**src/rtl/divisor_sequencial_pkg.sv**
```systemverilog
// divisor_sequencial_pkg
//   Shared definitions for the sequential restoring divider:
//   - estado_t          : FSM state encoding (OCIOSO, CALCULO, FIM)
//   - N_PADRAO          : default operand/result width
//   - largura_contador  : width of the iteration counter for a given N
package divisor_sequencial_pkg;

    localparam int N_PADRAO = 4;

    typedef enum logic [1:0] {
        OCIOSO  = 2'd0,
        CALCULO = 2'd1,
        FIM     = 2'd2
    } estado_t;

    // The counter is loaded with N and counts down to 0, so it must hold N.
    function automatic int largura_contador(input int n);
        return $clog2(n + 1);
    endfunction

endpackage

```
**src/rtl/divisor_sequencial_subtrator.sv**
```systemverilog
// divisor_sequencial_subtrator
//   Combinational W-bit subtractor, the dual of the multiplier's adder.
//   Ports:
//     a, b      : W-bit operands
//     diferenca : a - b, modulo 2^W
//     negativo  : sign bit of the result (set when a - b is negative)
module divisor_sequencial_subtrator
    import divisor_sequencial_pkg::*;
#(
    parameter int W = N_PADRAO + 1
) (
    input  logic [W-1:0] a,
    input  logic [W-1:0] b,
    output logic [W-1:0] diferenca,
    output logic         negativo
);

    // The divider keeps its operands small enough that the MSB of the
    // difference is a reliable sign, so no separate borrow chain is needed.
    assign diferenca = a - b;
    assign negativo  = diferenca[W-1];

endmodule

```
**src/rtl/divisor_sequencial.sv**
```systemverilog
// divisor_sequencial
//   Sequential restoring divider: one quotient bit per clock.
//   Ports:
//     Clock      : system clock, rising edge
//     Reset_n    : asynchronous active-low reset
//     Inicio     : start request, sampled only while idle
//     Dividendo  : N-bit unsigned dividend, sampled with Inicio
//     Divisor    : N-bit unsigned divisor, sampled with Inicio
//     Ocupado    : high while iterating (state CALCULO)
//     Pronto     : one-cycle pulse, results valid
//     Quociente  : registered quotient
//     Resto      : registered remainder
//     DivZero    : registered divide-by-zero flag
module divisor_sequencial
    import divisor_sequencial_pkg::*;
#(
    parameter int N = N_PADRAO
) (
    input  logic         Clock,
    input  logic         Reset_n,
    input  logic         Inicio,
    input  logic [N-1:0] Dividendo,
    input  logic [N-1:0] Divisor,
    output logic         Ocupado,
    output logic         Pronto,
    output logic [N-1:0] Quociente,
    output logic [N-1:0] Resto,
    output logic         DivZero
);

    localparam int            CW      = largura_contador(N);
    localparam logic [CW-1:0] CNT_INI = CW'(N);
    localparam logic [CW-1:0] CNT_ULT = CW'(1);

    estado_t       estado;
    estado_t       proximo;
    logic [N:0]    r;
    logic [N:0]    t;
    logic [N:0]    s;
    logic [N:0]    r_novo;
    logic [N-1:0]  q;
    logic [N-1:0]  d;
    logic [N-1:0]  q_novo;
    logic [CW-1:0] cnt;
    logic          negativo;
    logic          divisor_zero;

    assign divisor_zero = (Divisor == '0);

    // Shift the next dividend bit into the partial remainder. R stays below
    // D, so its top bit is always 0 and dropping it in the shift is lossless.
    assign t = (r << 1) | {{N{1'b0}}, q[N-1]};

    divisor_sequencial_subtrator #(
        .W(N + 1)
    ) u_subtrator (
        .a        (t),
        .b        ({1'b0, d}),
        .diferenca(s),
        .negativo (negativo)
    );

    // Restoring step: keep the difference only when it did not go negative.
    assign r_novo = negativo ? t : s;
    assign q_novo = {q[N-2:0], ~negativo};

    assign Ocupado = (estado == CALCULO);
    assign Pronto  = (estado == FIM);

    // State register; reset aborts any division in progress.
    always_ff @(posedge Clock or negedge Reset_n) begin
        if (!Reset_n) begin
            estado <= OCIOSO;
        end else begin
            estado <= proximo;
        end
    end

    // Next-state logic. A zero divisor skips the iteration and goes
    // straight to FIM, so Pronto appears the cycle after the start edge.
    always_comb begin
        proximo = estado;
        case (estado)
            OCIOSO: begin
                if (Inicio) begin
                    proximo = divisor_zero ? FIM : CALCULO;
                end
            end
            CALCULO: begin
                if (cnt == CNT_ULT) begin
                    proximo = FIM;
                end
            end
            FIM:     proximo = OCIOSO;
            default: proximo = OCIOSO;
        endcase
    end

    // Datapath and result registers. Results are written only on the last
    // iteration (or directly for divide-by-zero) and otherwise hold.
    always_ff @(posedge Clock or negedge Reset_n) begin
        if (!Reset_n) begin
            r         <= '0;
            q         <= '0;
            d         <= '0;
            cnt       <= '0;
            Quociente <= '0;
            Resto     <= '0;
            DivZero   <= 1'b0;
        end else begin
            case (estado)
                OCIOSO: begin
                    if (Inicio) begin
                        if (divisor_zero) begin
                            Quociente <= '1;
                            Resto     <= Dividendo;
                            DivZero   <= 1'b1;
                        end else begin
                            q   <= Dividendo;
                            d   <= Divisor;
                            r   <= '0;
                            cnt <= CNT_INI;
                        end
                    end
                end
                CALCULO: begin
                    r   <= r_novo;
                    q   <= q_novo;
                    cnt <= cnt - CNT_ULT;
                    if (cnt == CNT_ULT) begin
                        Quociente <= q_novo;
                        Resto     <= r_novo[N-1:0];
                        DivZero   <= 1'b0;
                    end
                end
                default: ;
            endcase
        end
    end

endmodule

```
**config.mk**
```make
export PLATFORM = sky130hd
export DESIGN_NAME = divisor_sequencial
export DESIGN_NICKNAME = d
export VERILOG_FILES = /design/src/rtl/divisor_sequencial_pkg.sv /design/src/rtl/divisor_sequencial_subtrator.sv /design/src/rtl/divisor_sequencial.sv
export SDC_FILE = /design/constraint.sdc
export NUM_CORES = 1
export LEC_CHECK = 0
export CORE_ASPECT_RATIO = 1.25
export CORE_MARGIN = 3
export CORE_UTILIZATION = 40
export CTS_BUF_LIST = sky130_fd_sc_hd__clkbuf_4 sky130_fd_sc_hd__clkbuf_8 sky130_fd_sc_hd__clkbuf_16
export DETAILED_ROUTE_END_ITERATION = 12
export GPL_TIMING_DRIVEN = 0
export RECOVER_POWER = 100
export SETUP_SLACK_MARGIN = 0.5
export SYNTH_ARGS = -nofsm -noshare
export SYNTH_HDL_FRONTEND = slang
export SYNTH_HIERARCHICAL = 1
export SYNTH_SLANG_ARGS = --single-unit
```
**constraint.sdc**
```tcl
create_clock -name Clock -period 4.5 [get_ports Clock]
set_input_delay 0.9 -clock Clock [delete_from_list [all_inputs] [get_ports Clock]]
set_output_delay 0.9 -clock Clock [all_outputs]
set_load 0.05 [all_outputs]
```
==> impl_results.md, run 1 <==
* Status: finished clean
* Slew Viols, Final at 0
* Largest net degree at the start of global routing at 27
* Die W at between 50 and 60 µm
* Final layout net count at approximately 180
* Port bufs at 21
* Crit path DAT at 3.44 ns
* Worst hold start: Quociente[0]
* Placement Rows at 23
* Max-slew headroom at between 20% and 30%
* Flop2flop setup slack at roughly 1.8 ns
* Syn Nets at 155
* Initial antenna violation count at 0
* Hold Path Class: flip-flop to flip-flop
* Post-Place Cells at roughly 200
* Vias at 1055
* Final Setup Violations at 0
* Area added between synthesis and finish at 20.1%
* Clock network latency to the later pin of the worst-skew pair at 0.26 ns
* Reg2Reg Capture Point: Resto[2]
* GR Overflow Total at 0
* First-pass DRT Iterations at 4
* Ant diodes at 0
* WP data required at between 4 and 5 ns
* Hold Crit Endpoint: Quociente[0]
* Number of DRC markers in iteration 0 at between 50 and 60
* Ports at 22
* CTS tree: built
* Crit Reg-Reg Startpoint: q[3]
* Drt drc at 0
* Num CTS Buffers at 3
* Vias in the first global route at about 1000
* Slew @ Worst Pin at between 1 and 1.5 ns
* Final Instance Count excl. Fillers at 198
* Worst-path clk slew at 0.09 ns
* Critical-path cell list: dlygate4sd3_1, or4_1, clkbuf_1, o31ai_1, mux2_2
* GPL Wtd Cong at ~0.72
* Post-CTS Hold Buffers at 0
* Crit-path max FO at 7
* Total setup buffers inserted after CTS at 0
* Synth Cell Area at 1410 µm²
* Cts repair resizes at 0
* CTS root buf: clkbuf_8
* Yosys Warn Count at 6
* Fraction of layout cells with a size suffix above 1 at roughly a tenth
* Setup_tns at 0 ns
* CP startpoint kind: input port
* Overall routing resource usage at 14.0%
* Worst path max stage delay at 0.82 ns
* Syn Inst Count at around 140
* Worst R2R Path Depth at 11
* Detailed Place HPWL at roughly 2200 µm
* Die ar. at between 4000 and 5000 µm²
* Tcrit/Tclk final at roughly 73%
* Number of routed nets with antenna violations at 0
* Post-route minimum period at about 3.3 ns
* Routed len/inst at 14.1 µm
* Final Hold Fails at 0
* Setup crit end kind: flip-flop
* Clock sink total at 26
* WS Path Type: input port to flip-flop
* Post-Route Skew at roughly 0.0024 ns
* Htree depth at 1
* CTS Buffer Depth at 2
* DIE HEIGHT at 72.4 µm
* Syn avg cell area at 10.3 µm²
* Max Cap Violations at 0
* # fillers at 333
* RSZ-0062 raised after global routing: no
* Slowest CP cell: o31ai_1
* Vias per inst at ~5.3
* Initial Util at a little over two fifths
* Total routed wirelength at approximately 2800 µm
* Hold depth at 1
* Core area at between 3000 and 4000 µm²
* Max Fclk at 305 MHz
* CP Launch Point: Divisor[1]
* First-pass GRT wire length at about 4700 µm
-- registers in the layout, summed over array words and instances (netlist names) --
| signal | count |
|---|---|
| estado | 2 |
| d | 4 |
| DivZero | 1 |
| cnt | 3 |
| Resto | 4 |
| r | 4 |
| q | 4 |
| Quociente | 4 |
-- stage by stage --
| step | hold slack [ns] | setup WS [ns] | util, % | cell area [µm²] |
|---|---|---|---|---|
| 6_report | 0.505 | 1.22 | 51.6 | 1690 |
| 2_1_floorplan | 0.481 | 2.11 | - | 1410 |
| 3_5_place_dp | 0.494 | 1.50 | 50.8 | 1670 |
| 5_1_grt | 0.523 | 1.13 | 51.6 | 1690 |
| 4_1_cts | 0.515 | 1.32 | 52.0 | 1710 |
| 3_3_place_gp | 0.494 | 1.51 | 50.8 | 1670 |
-- placed cells by master, fill, tap and decap left out --
master            n
or3_2             1
dfrtp_1          26
a21o_1            2
nand2_1           8
clkbuf_1          5
nor2_1           11
nand2b_1          2
o31ai_1           1
buf_4             1
o22ai_1           5
clkbuf_8          3
a22oi_1           1
xnor2_1           4
or4_1             1
a21oi_1           7
ha_1              6
clkdlybuf4s50_1   8
fa_1              1
a31oi_1           4
dlygate4sd3_1    13
nor2b_1           4
mux2i_1           8
mux2_2            9
nand4_1           1
nor3_1            1
conb_1            1
inv_1            14
nand4bb_1         1
buf_2             1
a21oi_2           1
o211ai_1          1
nor4bb_1          1
o21ai_0           5
o311a_1           1
xor2_1            1
nor4_1            1
-- routing by layer --
metal / global-route usage, % / vias up / part of all wire [%]
met2: 24.9 / 35 / 51
met4: 3.27 / 0 / 0.47
met3: 3.02 / 2 / 6.2
met1: 16.9 / 499 / 42
li1: - / 519 / -
met5: 0 / - / 0
-- worst max-delay path: cells and delay by family --
family | cells | cell delay [ns]
AOI/OAI and AO/OA | 1 | 0.82
buffers and inverters | 2 | 0.79
and+or+nand+nor | 1 | 0.52
muxes | 1 | 0.42
-- worst max path at each step --
stage	endpoint	slack [ns]	depth (start not counted)
after floorplan	Quociente[0]	2.11	4
after global placement	Resto[2]	1.51	5
after detailed placement	Resto[2]	1.50	5
after CTS	Ocupado	1.32	5
after global routing	Resto[0]	1.13	5
final	Resto[0]	1.22	5
-- layout make-up --
cell class                      instances  area [µm²]  share of cell area [%]
Multi-Input combinational cell         90         659                    39.0
Inverter                               14        52.6                    3.11
Clock buffer                            3        41.3                    2.44
Timing Repair Buffer                   21         210                    12.4
Tap cell                               37        46.3                    2.74
Buffer                                  7        31.3                    1.85
Sequential cell                        26         651                    38.5
Power of run 1 is not shown: default switching activity piles up to over one toggle a cycle in this logic, so the estimate is an artifact.
==> run 2, diff against run 1 <==
==> constraint.sdc (replaced) <==
create_clock -name Clock -period 3.4 [get_ports Clock]
set_input_delay 0.68 -clock Clock [delete_from_list [all_inputs] [get_ports Clock]]
set_output_delay 0.68 -clock Clock [all_outputs]
set_load 0.05 [all_outputs]
==> run 2 against run 1 <==
Count of clock-buffer cells in the layout stayed put. Register-to-register slack worse by 1.2 ns. Clock skew about the same. Final cell count unchanged. Highest routed layer unchanged. Non-clock buffer count did not move. Worst setup slack worse by 0.69 ns. Global-route usage unchanged. Utilization increased by 0.23 points. Via count is 0.28% lower. Sequential share of layout area shrank 0.17 points.
==> impl_results.md, run 2 (same netlist as run 1, synthesis figures left out) <==
* Status: finished clean
* Clock network latency to the later pin of the worst-skew pair at around 0.26 ns
* CTS tree: built
* WP data required at 2.72 ns
* Slew Viols, Final at 0
* Sequential share of power at between 20 and 30%
* Number of DRC markers in iteration 0 at 60
* Sw Pwr at roughly 900 µW
* Overall routing resource usage at roughly 14%
* Clock sink total at 26
* Crit-path max FO at 10
* Total routed wirelength at approximately 2800 µm
* CTS Buffer Depth at 2
* Worst-path clk slew at about 0.080 ns
* Drt drc at 0
* GPL Wtd Cong at 0.719
* Post-route minimum period at between 2 and 3 ns
* Final Hold Fails at 0
* Most common cell after layout, fill and taps aside: dfrtp_1
* Die W at 59.1 µm
* Fraction of layout cells with a size suffix above 1 at ~8.7%
* Post-DP Area at around 1700 µm²
* Max rail drop VDD at 0.608 mV
* Vias at between 1000 and 1500
* Commonest non-fill, non-tap cells in the layout: dfrtp_1, inv_1, dlygate4sd3_1
* Largest net degree at the start of global routing at 27
* Post-Route Skew at 0.00241 ns
* Port bufs at 21
* Ant diodes at 0
* Final Setup Violations at 0
* Sw frac at between 40% and 50%
* Slew @ Worst Pin at between 1 and 1.5 ns
* Crit path DAT at ~2.2 ns
* CTS root buf: clkbuf_8
* # fillers at between 300 and 400
* Design Power at 1940 µW
* Clock share of power at 8.8%
* Core area at ~3300 µm²
* Area added between synthesis and finish at 20.6%
* Tcrit/Tclk final at 84.5%
* Max Cap Violations at 0
* Leakage at ~0.00075 µW
* First-pass GRT wire length at 4690 µm
* WS Path Type: flip-flop to output port
* Placement Rows at 23
* Ports at 22
* CP startpoint kind: flip-flop
* Int Power at approximately 1000 µW
* Initial Util at a little over two fifths
* Post-Place Worst Slack at 0.618 ns
* Routed len/inst at 14.1 µm
* Num CTS Buffers at 3
* DIE HEIGHT at just over 70 µm
* Combinational share of power at between 60% and 70%
* Max Fclk at between 300 and 400 MHz
* Post-CTS Hold Buffers at 0
* Final Cell Area at between 1500 and 2000 µm²
* First-pass DRT Iterations at 4
* Vias per inst at around 5.3
* Setup crit end kind: output port
* Max-slew headroom at 22.0%
* Htree depth at 1
* Final layout net count at 181
* Vias in the first global route at approximately 1000
* Hold Path Class: flip-flop to flip-flop
* Setup WS post-layout at 0.529 ns
* RSZ-0062 raised after global routing: no
* Number of routed nets with antenna violations at 0
* Detailed Place HPWL at 2150 µm
* Die ar. at 4270 µm²
* GR Overflow Total at 0
* Pwr/cell area at approximately 1100 nW/µm²
* Setup_tns at 0 ns
* Initial antenna violation count at 0
[run 2: critical path, cell delays in order (launching register included)]
cell	delay, ns
dfrtp_1	0.44
nand2b_1	0.16
clkbuf_1	0.19
inv_1	0.13
clkbuf_1	0.41
dlygate4sd2_1	0.59
[run 2: final cells by class]
type	count	area, µm²	share of cell area [%]
timing repair buffer	21	209	12.3
inverter	14	52.6	3.09
buffer	7	30.0	1.77
multi-input combinational	90	669	39.4
clock buffer	3	41.3	2.43
tap	37	46.3	2.72
sequential	26	651	38.3
[run 2: metal layers]
| metal | wire, µm | vias up | global-route usage, % |
|---|---|---|---|
| met1 | 1200 | 500 | 16.9 |
| met5 | 0 | - | 0 |
| li1 | - | 521 | - |
| met4 | 23 | 0 | 3.27 |
| met2 | 1430 | 27 | 24.9 |
| met3 | 142 | 4 | 3.02 |
[run 2: path summary, 6_finish.rpt]
kind,startpoint,to,slack (ns),depth (start not counted)
worst max register to register,q[3],Resto[2],0.64,11
worst max-delay path,estado[1],Ocupado,0.53,5
max in group asynchronous,Reset_n,Resto[3],1.61,1
worst min-delay path,Quociente[0],Quociente[0],0.50,1
worst min register to register,Quociente[0],Quociente[0],0.50,1
min in group asynchronous,Reset_n,estado[0],1.10,1
[run 2: power by group through the flow]
stage | logic (µW) | registers, µW | clock network [µW]
final | 1200 | 562 | 170
after global placement | 1230 | 566 | 0
after detailed placement | 1250 | 572 | 0
after floorplan | 764 | 732 | 0
after global routing | 1310 | 588 | 188
after CTS | 1250 | 565 | 176
[run 2: through the flow]
step / hold slack [ns] / util [%] / instances
after CTS: 0.515 / 52.0 / 198
final: 0.505 / 51.8 / 198
after detailed placement: 0.494 / 50.8 / 195
after floorplan: 0.384 / - / 137
after global routing: 0.523 / 51.8 / 198
after global placement: 0.494 / 50.8 / 195
[run 2: repair_timing]
item / in CTS / in global routing
setup endpoints to repair: 1 / 0
hold endpoints to repair: 0 / 0
resized for setup: 1 / 0
setup buffers: 0 / 0
Power figures use the tool's default switching activity.
==> run 3, diff against run 2 <==
==> constraint.sdc (replaced) <==
create_clock -name Clock -period 2.9 [get_ports Clock]
set_input_delay 0.58 -clock Clock [delete_from_list [all_inputs] [get_ports Clock]]
set_output_delay 0.58 -clock Clock [all_outputs]
set_load 0.05 [all_outputs]
==> run 3 against run 2 <==
Register-to-register slack lost 0.16 ns. Wire length is 3.7% higher. Final cell count grew 1.5%. Die area is the same. Global-route usage increased by 0.44 points. Hold slack got worse by 0.020 ns. Flip-flop and latch count stayed put. Worst setup slack lost 0.20 ns. Non-clock buffer count grew 3. Cell area grew 4.1%. Clock skew is essentially flat.
==> impl_results.md, run 3 (same netlist as run 1, synthesis figures left out) <==
* Ant diodes at 0
* WS Path Type: input port to flip-flop
* Setup_tns at 0 ns
* # fillers at 322
* GR Overflow Total at 0
* Final layout net count at about 180
* Tcrit/Tclk final at 88.7%
* Die ar. at around 4300 µm²
* Core area at about 3300 µm²
* Vias at 1085
* Max Fclk at roughly 390 MHz
* Die W at 59.1 µm
* Ports at 22
* Fraction of layout cells with a size suffix above 1 at 15.9%
* Worst-path clk slew at roughly 0.09 ns
* Commonest non-fill, non-tap cells in the layout: dfrtp_1, inv_1, dlygate4sd3_1
* Number of DRC markers in iteration 0 at between 50 and 60
* GPL Wtd Cong at 0.719
* Max Cap Violations at 0
* Detailed Place HPWL at 2150 µm
* CP Launch Point: Divisor[1]
* Placement Rows at 23
* Worst hold margin at approximately 0.49 ns
* Final Setup Violations at 0
* Status: finished clean
* Most common cell after layout, fill and taps aside: dfrtp_1
* Post-CTS Hold Buffers at 0
* WP data required at between 3 and 4 ns
* Routed len/inst at between 10 and 15 µm
* Clock sink total at 26
* Post-Route Skew at approximately 0.0024 ns
* Area added between synthesis and finish at 25.5%
* Max-slew headroom at a little under a quarter
* Critical-path cell list: dlygate4sd3_1, or4_1, clkbuf_1, o31ai_4, mux2_2
* Slew @ Worst Pin at approximately 1.1 ns
* Num CTS Buffers at 3
* Post-route minimum period at around 2.6 ns
* Final Hold Fails at 0
* CP startpoint kind: input port
* Clock network latency to the later pin of the worst-skew pair at between 0.2 and 0.3 ns
* Worst hold start: Quociente[0]
* Crit-path max FO at 7
* Total routed wirelength at slightly below 3000 µm
* Slowest CP cell: dlygate4sd3_1
* Crit Reg-Reg Startpoint: q[3]
* CTS tree: built
* Initial antenna violation count at 0
* First-pass DRT Iterations at 4
* RSZ-0062 raised after global routing: yes
* Vias in the first global route at 1069
* Worst path max stage delay at 0.57 ns
* Vias per inst at about 5.4
* Number of routed nets with antenna violations at 0
* DIE HEIGHT at slightly above 70 µm
* First-pass GRT wire length at ~4800 µm
* Initial Util at between 40% and 50%
* Port bufs at 21
* Htree depth at 1
* Drt drc at 0
* CTS Buffer Depth at 2
* Hold Path Class: flip-flop to flip-flop
* Largest net degree at the start of global routing at 27
* Crit path DAT at around 2.7 ns
* CTS root buf: clkbuf_8
* Slew Viols, Final at 0
* Setup crit end kind: flip-flop
* Overall routing resource usage at between 10 and 15%
-- run 3: cell types whose count changed in the layout (fill, tap and decap cells not counted), sizes merged --
| cell | delta |
|---|---|
| dlygate4sd2 | -1 |
| buf | +3 |
| clkbuf | +1 |
-- run 3: worst max-delay path: cells and delay by family --
kind / cells / cell delay (ns)
compound gates: 1 / 0.44
mux: 1 / 0.38
buf+inv: 2 / 0.80
simple gates: 1 / 0.52
-- run 3: layout make-up --
class,count,area [µm²],share of cell area [%]
clock buffers,3,41.3,2.34
multi-input cells,90,708,40.1
plain buffers,7,42.5,2.41
repair buffers,24,226,12.8
well taps,37,46.3,2.62
inverters,14,52.6,2.97
flip-flops and latches,26,651,36.8
-- run 3: path summary, 6_finish.rpt --
path	end	slack [ns]	cells past startpoint
max	Resto[0]	0.33	5
min	Quociente[0]	0.49	1
max reg2reg	Resto[2]	0.48	11
min reg2reg	Quociente[0]	0.49	1
max in group asynchronous	d[0]	1.24	1
min in group asynchronous	estado[0]	0.99	1
-- run 3: metal layers --
layer / global-route usage, % / share of wire (%) / up-vias
met5: 0 / 0 / -
met4: 3.27 / 0.66 / 0
met3: 3.02 / 5.4 / 4
met2: 26.3 / 53 / 34
met1: 17.1 / 41 / 520
li1: - / - / 527
-- run 3: through the flow --
stage / instance area, µm² / std cells / util, % / setup WS, ns
detailed placement: 1670 / 195 / 50.8 / 0.196
global route: 1770 / 201 / 53.9 / 0.258
CTS: 1760 / 199 / 53.6 / 0.491
finish: 1770 / 201 / 53.9 / 0.329
global placement: 1670 / 195 / 50.8 / 0.230
floorplan: 1410 / 137 / - / 0.554
-- run 3: timing repair --
action	in CTS	in global routing
gates resized for setup	13	8
cloned	0	0
pin swaps	2	2
setup endpoints to repair	8	11
setup buffers	1	2
Power of run 3 is left out for the same reason.
